## config.mk

```make
export PLATFORM = sky130hd
export DESIGN_NAME = vote_collector
export DESIGN_NICKNAME = d
export VERILOG_FILES = /design/src/rtl/vote_collector.sv
export SDC_FILE = /design/constraint.sdc
export NUM_CORES = 1
export LEC_CHECK = 0
export ABC_CLOCK_PERIOD_IN_PS = 2190
export CORE_MARGIN = 2
export CORE_UTILIZATION = 50
export DETAILED_ROUTE_END_ITERATION = 8
export PLACE_DENSITY = 0.7
export REMOVE_ABC_BUFFERS = 1
export SLEW_MARGIN = 10
export SYNTH_ARGS = -nofsm -noshare
export SYNTH_HDL_FRONTEND = slang
export SYNTH_SLANG_ARGS = --single-unit
export TNS_END_PERCENT = 20
```

## constraint.sdc

```tcl
create_clock -name clk -period 2.19 [get_ports clk]
set_input_delay 0.219 -clock clk [delete_from_list [all_inputs] [get_ports clk]]
set_output_delay 0.219 -clock clk [all_outputs]
set_load 0.02 [all_outputs]
```

## src/rtl/vote_collector.sv

```systemverilog
// Purpose : collects serial ballots into the np/vip/vvip yes-vectors consumed by the vote tallier.
// Latency : 1 cycle from ballot to updated vector / cast_cnt / err.
// Backpressure: none; one ballot per cycle is always accepted or rejected (err pulse).
//
// Ports: clk, reset (sync, active-high); start/close session control;
//        b_valid/b_class/b_id/b_yes ballot bus; np/vip/vvip registered yes-vectors;
//        cast_cnt accepted-ballot count; busy (OPEN), done (1-cycle close pulse),
//        err (1-cycle reject pulse).
// Option : define VOTE_REVOTE_EN to let a voter overwrite an earlier ballot.
//          In that case the overwrite is not counted and raises no err.
module vote_collector #(
    parameter int NP_W  = 32,
    parameter int VIP_W = 8,
    parameter int CNT_W = 6     // 2**CNT_W must exceed NP_W+VIP_W+1
) (
    input  logic             clk,
    input  logic             reset,
    input  logic             start,
    input  logic             close,
    input  logic             b_valid,
    input  logic [1:0]       b_class,
    input  logic [4:0]       b_id,
    input  logic             b_yes,
    output logic [NP_W-1:0]  np,
    output logic [VIP_W-1:0] vip,
    output logic             vvip,
    output logic [CNT_W-1:0] cast_cnt,
    output logic             busy,
    output logic             done,
    output logic             err
);

    localparam int TOTAL = NP_W + VIP_W + 1;

    typedef enum logic [1:0] {
        S_IDLE   = 2'd0,
        S_OPEN   = 2'd1,
        S_CLOSED = 2'd2
    } state_t;

    state_t state, state_nxt;

    logic [NP_W-1:0]  np_mask;
    logic [VIP_W-1:0] vip_mask;
    logic             vvip_mask;

    // One-hot target of the current ballot; all-zero when out of range.
    logic [NP_W-1:0]  np_sel;
    logic [VIP_W-1:0] vip_sel;
    logic             vvip_sel;
    logic             in_range;
    logic             already;

    logic             clear;
    logic             accept;
    logic             count;
    logic             reject;

    // Ballot decode.
    always_comb begin
        np_sel   = '0;
        vip_sel  = '0;
        vvip_sel = 1'b0;
        in_range = 1'b0;
        already  = 1'b0;
        case (b_class)
            2'd0: if (32'(b_id) < NP_W) begin
                in_range = 1'b1;
                np_sel   = NP_W'(1) << b_id;
                already  = |(np_mask & np_sel);
            end
            2'd1: if (32'(b_id) < VIP_W) begin
                in_range = 1'b1;
                vip_sel  = VIP_W'(1) << b_id;
                already  = |(vip_mask & vip_sel);
            end
            2'd2: if (b_id == 5'd0) begin
                in_range = 1'b1;
                vvip_sel = 1'b1;
                already  = vvip_mask;
            end
            default: ;
        endcase
    end

    // Session FSM: next state and per-cycle actions.
    always_comb begin
        state_nxt = state;
        clear     = 1'b0;
        accept    = 1'b0;
        count     = 1'b0;
        reject    = 1'b0;
        case (state)
            S_IDLE: begin
                if (start) begin
                    state_nxt = S_OPEN;
                    clear     = 1'b1;
                end
            end
            S_OPEN: begin
                // A restart drops any ballot arriving in the same cycle.
                if (start) begin
                    clear = 1'b1;
                end else begin
                    if (b_valid) begin
`ifdef VOTE_REVOTE_EN
                        if (in_range) begin
                            accept = 1'b1;
                            count  = !already;
                        end else begin
                            reject = 1'b1;
                        end
`else
                        if (in_range && !already) begin
                            accept = 1'b1;
                            count  = 1'b1;
                        end else begin
                            reject = 1'b1;
                        end
`endif
                    end
                    // The ballot of this cycle is still folded in before closing.
                    if (close || (count && cast_cnt == CNT_W'(TOTAL - 1)))
                        state_nxt = S_CLOSED;
                end
            end
            S_CLOSED: begin
                if (start) begin
                    state_nxt = S_OPEN;
                    clear     = 1'b1;
                end
            end
            default: state_nxt = S_IDLE;
        endcase
    end

    always_ff @(posedge clk) begin
        if (reset) begin
            state     <= S_IDLE;
            np        <= '0;
            vip       <= '0;
            vvip      <= 1'b0;
            np_mask   <= '0;
            vip_mask  <= '0;
            vvip_mask <= 1'b0;
            cast_cnt  <= '0;
            done      <= 1'b0;
            err       <= 1'b0;
        end else begin
            state <= state_nxt;
            done  <= (state_nxt == S_CLOSED) && (state != S_CLOSED);
            err   <= reject;
            if (clear) begin
                np        <= '0;
                vip       <= '0;
                vvip      <= 1'b0;
                np_mask   <= '0;
                vip_mask  <= '0;
                vvip_mask <= 1'b0;
                cast_cnt  <= '0;
            end else if (accept) begin
                np        <= (np  & ~np_sel)  | (b_yes ? np_sel  : '0);
                vip       <= (vip & ~vip_sel) | (b_yes ? vip_sel : '0);
                if (vvip_sel)
                    vvip  <= b_yes;
                np_mask   <= np_mask  | np_sel;
                vip_mask  <= vip_mask | vip_sel;
                vvip_mask <= vvip_mask | vvip_sel;
                if (count && cast_cnt != CNT_W'(TOTAL))
                    cast_cnt <= cast_cnt + 1'b1;
            end
        end
    end

    assign busy = (state == S_OPEN);

endmodule

```

**Word-level counts from Yosys, hierarchy flattened**

Cells that the tools add are included.

- Flip-flop bits (word level): 92
- Output and inout bits: 50
- Logic and storage cells: 79

- Add/sub/neg operators: 1
- Order comparisons: 1
- Eq/ne operators: 8
- Shifts and indexed selects: 2
- Multiplexer cells: 27
- Bitwise gates (word level): 13
- Reductions and logical operators: 17

Operator list:

| kind | count |
|---|---|
| AND 32 bit | 2 |
| 2-to-1 mux 32 bit | 2 |
| bitwise OR 32 bit | 2 |
| inverter 32 bit | 1 |
| OR reduction 32 bit | 1 |
| left shift 1 x 5 -> 32 bit, first input constant | 1 |
| 2-to-1 mux 8 bit | 3 |
| AND 8 bit | 2 |
| 2-to-1 mux 1 bit | 16 |
| bitwise OR 8 bit | 2 |
| inverter 8 bit | 1 |
| OR reduction 8 bit | 1 |
| left shift 1 x 5 -> 8 bit, first input constant | 1 |
| adder 6 x 1 -> 6 bit, second input constant | 1 |
| == test 2 bit, second input constant | 3 |
| == test 6 bit, second input constant | 1 |
| 2-to-1 mux 2 bit | 3 |
| inequality test 6 bit, second input constant | 1 |
| case mux 1 bit (3 select lines) | 2 |
| zero test 5 bit | 1 |
| < comparator 5 x 4 -> 1 bit, second input constant | 1 |
| == test 2 x 1 -> 1 bit, second input constant | 2 |
| logical AND 1 bit | 4 |
| zero test 2 bit | 2 |
| other kinds (10) | 13 |

**Depth between registers and ports, before layout**

Gate-level depths: netlist (run 1).

- Word-level depth: 18
- Mapped depth: 12
- Depth with buffers taken out: 7

**Worst setup path before layout (run 1)**

OpenSTA, ideal clock, no wires.

- Path type: input to register
- Start: input b_id[3]
- End: register with a tool-made name
- Library setup time: 0.131 ns
- Data arrival time: 1.877 ns
- Required time: 2.059 ns
- Setup slack: 0.182 ns
- Stages on the path: 9
- Path through: buf_6 buf_8 nor4b_4 a21boi_2 o311ai_1 o22ai_2 nand3_4 o311ai_1 o41ai_1

RTL lines:

| element | RTL line | text |
|---|---|---|
| from (decl) | 22 | `input logic [4:0] b_id,` |

**Final worst setup path (run 1)**

- Start: input b_id[0]
- End: register state[1]

- Longest elaborated chain between the ends: 16
- Elaborated cells on any way between the ends: 25
- Those cells by class: order compare (1); shift (2); mux (13); bitwise (2); reduce/logical (7)

Ends and longest elaborated chain:

| element | RTL line | text |
|---|---|---|
| left shift 1 x 5 -> 8 bit | 74 | `vip_sel = VIP_W'(1) << b_id;` |
| AND 8 bit | 75 | `already = \|(vip_mask & vip_sel);` |
| OR reduction 8 bit | 75 |  |
| 2-to-1 mux 1 bit | 72 | `2'd1: if (32'(b_id) < VIP_W) begin` |
| case mux 1 bit (3 select lines) | 66 | `case (b_class)` |
| zero test 1 bit | 114 | `if (in_range && !already) begin` |
| logical AND 1 bit * | 114 |  |
| 2-to-1 mux 1 bit * | 114 |  |
| 2-to-1 mux 1 bit * | 105 | `if (b_valid) begin` |
| 2-to-1 mux 1 bit * | 102 | `if (start) begin` |
| 2-to-1 mux 1 bit * | 93 | `case (state)` |
| logical AND 1 bit * | 123 | `if (close \|\| (count && cast_cnt == CNT_W'(TOTAL - 1)))` |
| logical OR 1 bit * | 123 |  |
| 2-to-1 mux 2 bit * | 123 |  |
| 2-to-1 mux 2 bit * | 102 |  |
| case mux 2 bit (2 select lines) * | 93 |  |
| to (signal assigned) | 150 | `state <= state_nxt;` |
| to (decl) | 41 | `state_t state, state_nxt;` |

Every way passes the cells marked *; elsewhere a longest branch is shown, timed or not. The select of a mux whose other input is x is not followed.
A chain may end at the register's enable or synchronous reset.

==> run metrics, run 1 <==
status completed; first-pass GRT wire length about 20000 um; CP max-delay cell nor4_1; Max-Cap Viols 0; die height slightly below 100 um; Worst-path clk slew ~0.10 ns; clock root cell clkbuf_8; die width slightly below 100 um; Met2 Routed Length 5947 um; IO Pins between 60 and 70; max incr delay on CP 0.36 ns; Final Cycle Share around 97%; reg2reg setup slack ~0.10 ns; skew final about 0.012 ns; CP startpoint b_id[0]; Power Internal 2.369 mW; Yosys cell types 62; Crit path arrival time ~2.4 ns; final setup fails 0; critical path type input pin to flop; Cells after Synth ~480; power share of the clock group 37.8%; Post-Syn Area 4373 um2; Routed WL per cell about 17 um; H-tree levels 3; Synth Register Bits 92; initial antenna violation count 0; n_diodes 0; total power 3.244 mW; syn avg cell area approximately 9.1 um2; CP delay by family, top compound AO/OA/AOI/OAI gates; critical path capture point type flop; critical path startpoint category input pin; full die area 9510 um2; critical path, cell by cell dlygate4sd2_1, buf_12, nor2b_1, a221oi_1, nor4_1, a21oi_2, buf_6, buf_4, a31o_4, a41oi_2, o21ai_1; Switch Pwr 0.8753 mW; met1 wire length 5429 um; Period minus WS final approximately 2.1 ns; Slew headroom 73.49%; worst-skew pair later-pin latency 0.38 ns; sw frac a little over a quarter; cell count along the critical path 11; RSZ-0062 raised after global routing no; Max Used Layer met4; Comb power frac 10.5%; Seq pwr share 51.7%; largest net degree at the start of global routing 35; Finished Core Util between 60 and 70%; GR Overflow Total 0; area grow syn2layout 35.91%; buffer depth of the longest clock path 2; Vias/cell slightly below 6; Crit Path Max Fanout 8; Total Routing Usage GR about 25%; antenna viol nets, final 0; share of post-route cells with drive strength above 1 23.75%; fin nets around 610; Final GP Congestion 0.8342; Hold Path Origin b_id[2]; register area between 1500 and 2000 um2; Final Hold Fails 0; most instantiated cells after synthesis dfxtp_1 (92), nor2_1 (44), a21oi_1 (43), nand2_1 (41), nand3_1 (32); Pleak about 2.1 nW; area of the multi-input gates around 2400 um2; Worst Hold Class input pin to flop; Synth async-reset ratio 0%; Max Transition Viols Final 0; top-count cell post-synth dfxtp_1; end of the critical path state[1]$_SDFF_PP0_; Worst Path Required 2.46 ns; met3 WL 653 um; Buf/Inv on CP 4; Post-synth EDFFs 0; CTS sink count 92; RR Startpoint np_mask[15]$_SDFFE_PP0P_; Pwr Density between 500 and 600 nW/um2; # fillers 682; core area 8593 um2; HPWL after DPL 8353 um; fmax 0.4703 GHz; sequential fraction of the synthesis area 42.12%; initial core utilization ~50%; VDD IR-drop max approximately 0.00035 V; cts bufs inserted 9; Post-route DRC 0; share of the synthesized area in the top cell type around 42%; row count 34; DR iter-0 viols 216; I/O Buffers 62; Area contributors post-synth dfxtp_1 (42%), mux2i_1 (5.7%), o21a_1 (5.2%); vias in the first global route approximately 4000; via count about 4100; cell taking the most area after synthesis dfxtp_1; worst reg-to-reg path cell count 7; most used flip-flop cell after synthesis dfxtp_1; DRT Wirelength between 10000 and 15000 um; CTS tree built; actual slew at the worst max-slew pin 0.3965 ns; Yosys warnings 0; Pre-antenna DRT Iters 5
through the flow:
stage          setup TNS, ns  worst slack (ns)  hold slack (ns)  instances  instance area [um2]
2_1_floorplan         -43.25            -1.521           0.2970        445                 4123
3_3_place_gp          -40.00           -0.5358           0.4424        680                 5453
3_5_place_dp          -42.89           -0.6236           0.4501        680                 5453
4_1_cts             -0.05686          -0.02584           0.4661        703                 5792
5_1_grt                    0         0.0006066           0.4255        710                 5943
6_report                   0           0.06390           0.3948        710                 5943
routing by layer:
layer / vias up / track usage, %
met1: 1985 / 32.88
met5: - / 0
met2: 148 / 41.86
met3: 24 / 4.892
li1: 1964 / -
met4: 0 / 8.226
what timing repair did:
item,in CTS,in global routing
setup endpoints to repair,85,42
hold buffers,0,0
cloned,0,1
setup buffers,7,6
gates resized for setup,18,24
pin swaps,8,9
worst min path at each step:
stage	end	slack [ns]	cells past startpoint
6_report	flop	0.39	5
4_1_cts	np_mask[17]$_SDFFE_PP0P_	0.47	2
3_3_place_gp	np_mask[17]$_SDFFE_PP0P_	0.44	2
2_1_floorplan	err$_SDFF_PP0_	0.30	1
5_1_grt	flop	0.43	5
3_5_place_dp	flop	0.45	2
cells in the final DEF, fill, tap and decap left out, types with 6 or more instances in the layout:
master | synthesis | final
inv_1 | 10 | 10
o21ai_0 | 23 | 23
mux2i_1 | 25 | 25
clkbuf_8 | 0 | 9
nand2_1 | 41 | 39
dfxtp_1 | 92 | 92
o21a_1 | 30 | 30
nor2_1 | 44 | 38
clkdlybuf4s50_1 | 0 | 57
nand3_1 | 32 | 32
nor2_2 | 1 | 6
nand3b_1 | 9 | 9
nand4_1 | 8 | 8
buf_4 | 1 | 66
buf_12 | 0 | 7
a21oi_1 | 43 | 41
layout make-up:
cell class / instances / area share (%)
multi-input combinational: 344 / 40.63
sequential: 92 / 30.99
timing repair buffer: 140 / 21.98
tap: 108 / 2.274
clock buffer: 9 / 2.084
clock inverter: 7 / 1.411
inverter: 10 / 0.6316
power by group through the flow:
stage | registers (mW) | logic, mW | clock network [mW]
global placement | 1.72 | 0.303 | 0
global route | 1.68 | 0.362 | 1.30
CTS | 1.68 | 0.320 | 1.23
detailed placement | 1.72 | 0.307 | 0
floorplan | 1.72 | 0.100 | 0
finish | 1.68 | 0.341 | 1.23
worst min-delay path: stages:
cell,delay (ns)
dlymetal6s2s_1,0.13
buf_12,0.14
nor2_1,0.09
nand3_1,0.09
a21oi_1,0.06
logic make-up (layout without fill, tap and decap cells):
kind of cell    count (synthesis)  in the layout  synth area share [%]
buf+inv                        47            166                 6.581
mux                            28             28                 6.581
simple gates                  179            180                 23.23
fa+ha+maj                       3              3                0.8585
flops                          92             92                 42.12
compound gates                133            133                 20.63
(Power assumes the default switching activity.)
==> inputs of run 2 (changes only) <==
--- a/config.mk
+++ b/config.mk
@@ -11,6 +11,7 @@
 export DETAILED_ROUTE_END_ITERATION = 8
 export PLACE_DENSITY = 0.7
 export REMOVE_ABC_BUFFERS = 1
+export SKIP_LAST_GASP = 1
 export SLEW_MARGIN = 10
 export SYNTH_ARGS = -nofsm -noshare
 export SYNTH_HDL_FRONTEND = slang
==> run 2 against run 1 <==
  * Clock skew shrank 0.0030 ns
  * Via count shrank 0.34%
  * Largest cell class unchanged
  * Critical path depth shrank 2
==> run metrics, run 2 (synthesis results as in run 1) <==
actual slew at the worst max-slew pin between 0.4 and 0.5 ns; CP max-delay cell nor4b_4; CP delay by family, top compound AO/OA/AOI/OAI gates; Total Routing Usage GR between 20 and 30%; Power Internal ~2.4 mW; Final Hold Fails 0; Buf/Inv on CP 2; Period minus WS final approximately 2.1 ns; final setup fails 0; Pleak 2.094 nW; Pwr Density 547.4 nW/um2; Comb power frac between 10% and 20%; worst reg-to-reg path cell count 7; DRT Wirelength approximately 12000 um; Crit Path Max Fanout 10; reg2reg setup slack around 0.070 ns; Final Instance Area approximately 6000 um2; Worst Hold Class input pin to flop; Worst-path clk slew around 0.10 ns; initial core utilization 50.89%; critical path type input pin to flop; first-pass GRT wire length approximately 20000 um; dpl cell area 5453 um2; H-tree levels 3; largest net degree at the start of global routing 35; critical path capture point type flop; die width 97.52 um; Crit path arrival time between 2 and 2.5 ns; Final GP Congestion between 0.8 and 0.9; IO Pins 63; Switch Pwr roughly 0.88 mW; via count between 4000 and 5000; Post-CTS Hold Buffers 0; antenna viol nets, final 0; critical path, cell by cell dlygate4sd2_1, buf_4, nor4b_4, a21boi_2, o311ai_2, o22ai_4, nand3_4, o311ai_4, o41ai_2; RR Startpoint np_mask[4]$_SDFFE_PP0P_; Seq pwr share just over 50%; most frequent cells in the layout dfxtp_1 (92), buf_4 (67), clkdlybuf4s50_1 (57); sw frac between 20% and 30%; commonest non-fill, non-tap cell in the layout dfxtp_1; row count 34; Slew headroom roughly 73%; Hold Path Origin b_id[2]; Worst Path Required 2.45 ns; area grow syn2layout 35.57%; Final Cycle Share 98.13%; DR iter-0 viols ~180; CTS tree built; fmax 0.4653 GHz; Routed WL per cell approximately 17 um; total power 3.245 mW; vias in the first global route about 4000; Vias/cell about 5.8; hold depth 5; Max-Cap Viols 0; HPWL after DPL around 8400 um; clock root cell clkbuf_8; initial antenna violation count 0; die height 97.52 um; max incr delay on CP 0.35 ns; critical path startpoint category input pin; RSZ-0062 raised after global routing yes; power share of the clock group 37.8%; GR Overflow Total 0; share of post-route cells with drive strength above 1 between 20% and 30%; Max Transition Viols Final 0; core area around 8600 um2; VDD IR-drop max about 0.00036 V; buffer depth of the longest clock path 2; Pre-antenna DRT Iters 5; CTS sink count between 90 and 100; full die area 9510 um2; status completed; fin nets between 600 and 700; skew final ~0.0086 ns; cts bufs inserted 9; n_diodes 0; Post-route DRC 0; I/O Buffers 62; worst-skew pair later-pin latency about 0.38 ns
run 2: power by group through the flow:
stage | Combinational, mW | Sequential [mW] | Clock, mW
after floorplan | 0.100 | 1.72 | 0
after global placement | 0.303 | 1.72 | 0
after detailed placement | 0.307 | 1.72 | 0
after CTS | 0.320 | 1.68 | 1.23
after global routing | 0.361 | 1.68 | 1.30
final | 0.341 | 1.68 | 1.23
run 2: worst min-delay path, cell delays in order:
cell and delay, ns:
dlymetal6s2s_1 0.13, buf_12 0.15, nor2_1 0.09, nand3_1 0.09, a21oi_1 0.06
run 2: worst max path at each step:
stage	startpoint	end	slack, ns	cells after the start
3_3_place_gp	b_id[1]	state[1]$_SDFF_PP0_	-0.54	9
3_5_place_dp	b_id[1]	flop	-0.62	9
4_1_cts	b_id[2]	flop	-0.03	9
5_1_grt	b_id[4]	flop	-0.05	9
6_report	b_id[4]	flop	0.04	9
2_1_floorplan	state[0]$_SDFF_PP0_	flop	-1.52	4
run 2: area by class of cell:
cell class | instances | area (um2)
clock buffers | 9 | 123.9
repair buffers | 140 | 1303
inverters | 10 | 37.54
multi-input cells | 344 | 2404
clock inverters | 7 | 83.83
flip-flops and latches | 92 | 1842
fillers | 685 | 2665
well taps | 108 | 135.1
run 2: metrics by stage:
stage | instances | TNS, ns | setup slack [ns] | util, % | hold WS [ns]
6_report | 710 | 0 | 0.04084 | 68.99 | 0.3967
5_1_grt | 710 | -0.3644 | -0.05316 | 68.99 | 0.4255
4_1_cts | 703 | -0.05686 | -0.02584 | 67.40 | 0.4661
3_5_place_dp | 680 | -42.89 | -0.6236 | 63.45 | 0.4501
3_3_place_gp | 680 | -40.00 | -0.5358 | 63.45 | 0.4424
2_1_floorplan | 445 | -43.25 | -1.521 | - | 0.2970
run 2: repair_timing:
action | 4_1_cts | 5_1_grt
setup buffers | 7 | 6
gates cloned | 0 | 1
pin swaps | 8 | 9
gates resized for setup | 18 | 20
endpoints found under the setup margin | 85 | 42
run 2: layer usage:
| metal | global-route usage (%) | part of all wire [%] | vias to the layer above |
|---|---|---|---|
| met5 | 0 | 0 | - |
| met4 | 8.226 | 1.7 | 0 |
| met3 | 4.892 | 5.0 | 22 |
| met2 | 41.86 | 49 | 137 |
| met1 | 32.88 | 45 | 1983 |
| li1 | - | - | 1965 |
==> inputs of run 3 (changes only) <==
--- a/config.mk
+++ b/config.mk
@@ -8,8 +8,9 @@
 export ABC_CLOCK_PERIOD_IN_PS = 2190
 export CORE_MARGIN = 2
 export CORE_UTILIZATION = 50
+export CTS_CLUSTER_DIAMETER = 30
 export DETAILED_ROUTE_END_ITERATION = 8
-export PLACE_DENSITY = 0.7
+export PLACE_DENSITY = 0.71
 export REMOVE_ABC_BUFFERS = 1
 export SKIP_LAST_GASP = 1
 export SLEW_MARGIN = 10
==> run 3 against run 2 <==
  * Combinational power up 4%
  * Sequential share of layout area down 0.27 points
  * Worst hold slack worse by 0.024 ns
  * Final cell count up 0.70%
  * Register-to-register slack about the same
  * Critical path depth up 2
  * Fmax up 0.78%
  * Die area unchanged
  * Sequential power about the same
  * Core utilization up 0.60 points
  * Worst setup slack better by 0.017 ns
  * Clock-buffer cell count up 1
==> run metrics, run 3 (synthesis results as in run 1) <==
area of the multi-input gates between 2000 and 2500 um2; first-pass GRT wire length a little under 20000 um; full die area 9510 um2; fin nets between 600 and 700; vias in the first global route 3907; worst-skew pair later-pin latency 0.36 ns; IO Pins 63; most frequent cells in the layout dfxtp_1 (92), buf_4 (71), clkdlybuf4s50_1 (57); final setup fails 0; Cell Count, Final, Fillers Out around 700; cts bufs inserted 9; critical path type input pin to flop; antenna viol nets, final 0; Total Routing Usage GR 25.13%; Pleak around 2.1 nW; row count 34; clock root cell clkbuf_8; buffer depth of the longest clock path 2; Worst-path clk slew approximately 0.090 ns; actual slew at the worst max-slew pin 0.5168 ns; Final Cycle Share slightly below 100%; critical path startpoint category input pin; GR Overflow Total 0; register area between 1500 and 2000 um2; Final GP Congestion 0.9456; CTS tree built; DR iter-0 viols between 200 and 250; die height 97.52 um; Fin Hold WS 0.3725 ns; initial antenna violation count 0; DRT Wirelength between 10000 and 15000 um; HPWL after DPL between 8000 and 9000 um; Crit Path Max Fanout 7; I/O Buffers between 60 and 70; die width 97.52 um; critical path capture point type flop; share of post-route cells with drive strength above 1 between 20% and 30%; area grow syn2layout 36.74%; Pwr Density approximately 520 nW/um2; Slew headroom 65.28%; n_diodes 0; Worst Hold Class input pin to flop; Post-route DRC 0; via count a little over 4000; status completed; Max-Cap Viols 0; skew final between 0.009 and 0.01 ns; Routed WL per cell 17.24 um; VDD IR-drop max roughly 0.0003 V; CTS sink count slightly above 90; H-tree levels 3; largest net degree at the start of global routing 37; Max Transition Viols Final 0; Final Hold Fails 0; commonest non-fill, non-tap cell in the layout dfxtp_1; core area approximately 8600 um2; Worst Path Required approximately 2.5 ns; initial core utilization 50.89%; dpl cell area ~5400 um2; fmax roughly 0.47 GHz; Period minus WS final 2.132 ns; Vias/cell around 5.7; Final Instance Area around 6000 um2; # fillers between 600 and 700; Pre-antenna DRT Iters 5; Placed Cells incl. Taps slightly below 700; Crit path arrival time around 2.4 ns; RSZ-0062 raised after global routing yes
[run 3: layer usage]
layer / up-vias / part of all wire (%) / global-route usage, %
li1: 1965 / - / -
met1: 1949 / 44 / 33.60
met2: 156 / 48 / 40.48
met3: 20 / 5.4 / 3.525
met4: 0 / 2.2 / 11.11
met5: - / 0 / 0
[run 3: final cells by class]
| cell class | instances | area share, % |
|---|---|---|
| repair buffers | 146 | 22.77 |
| inverters | 10 | 0.6277 |
| clock buffers | 10 | 2.302 |
| flip-flops and latches | 92 | 30.80 |
| multi-input cells | 344 | 40.62 |
| clock inverters | 5 | 0.6277 |
| well taps | 108 | 2.260 |
[run 3: timing repair]
item / CTS / global route
buffers inserted: 7 / 8
pin swaps: 10 / 17
resized for setup: 16 / 33
cloned: 2 / 1
hold buffers: 0 / 0
setup endpoints to repair: 79 / 89
[run 3: critical path, stage by stage]
cell           delay (ns)
dlygate4sd2_1        0.29
buf_4                0.19
buf_4                0.14
nand3b_1             0.07
a21oi_1              0.07
o31a_1               0.41
a21oi_4              0.24
nand4_4              0.21
buf_12               0.20
nor3_4               0.19
mux2i_1              0.21
[run 3: through the flow]
| stage | power, mW | setup WS (ns) | utilization (%) | setup TNS [ns] |
|---|---|---|---|---|
| after floorplan | 1.817 | -1.521 | - | -43.25 |
| after global placement | 2.016 | -0.4848 | 63.34 | -36.12 |
| after detailed placement | 2.019 | -0.5274 | 63.34 | -38.21 |
| after CTS | 3.071 | -0.05028 | 66.96 | -0.1980 |
| after global routing | 3.193 | -0.03234 | 69.58 | -0.1202 |
| final | 3.092 | 0.05752 | 69.58 | 0 |
[run 3: worst paths after layout]
check                                start  endpoint  slack, ns  cells after the start
setup / recovery                   b_id[3]      flop       0.06                     11
hold / removal                     b_id[4]      flop       0.37                      4
setup reg to reg  np_mask[15]$_SDFFE_PP0P_      flop       0.08                      8
hold reg to reg                       flop      flop       0.46                      2
[run 3: power by group]
part | internal, mW | switching (mW) | leakage (nW)
clock | 0.442 | 0.620 | 0.0848
sequential | 1.67 | 0.00306 | 0.741
combinational | 0.156 | 0.198 | 1.31
total | 2.27 | 0.820 | 2.13
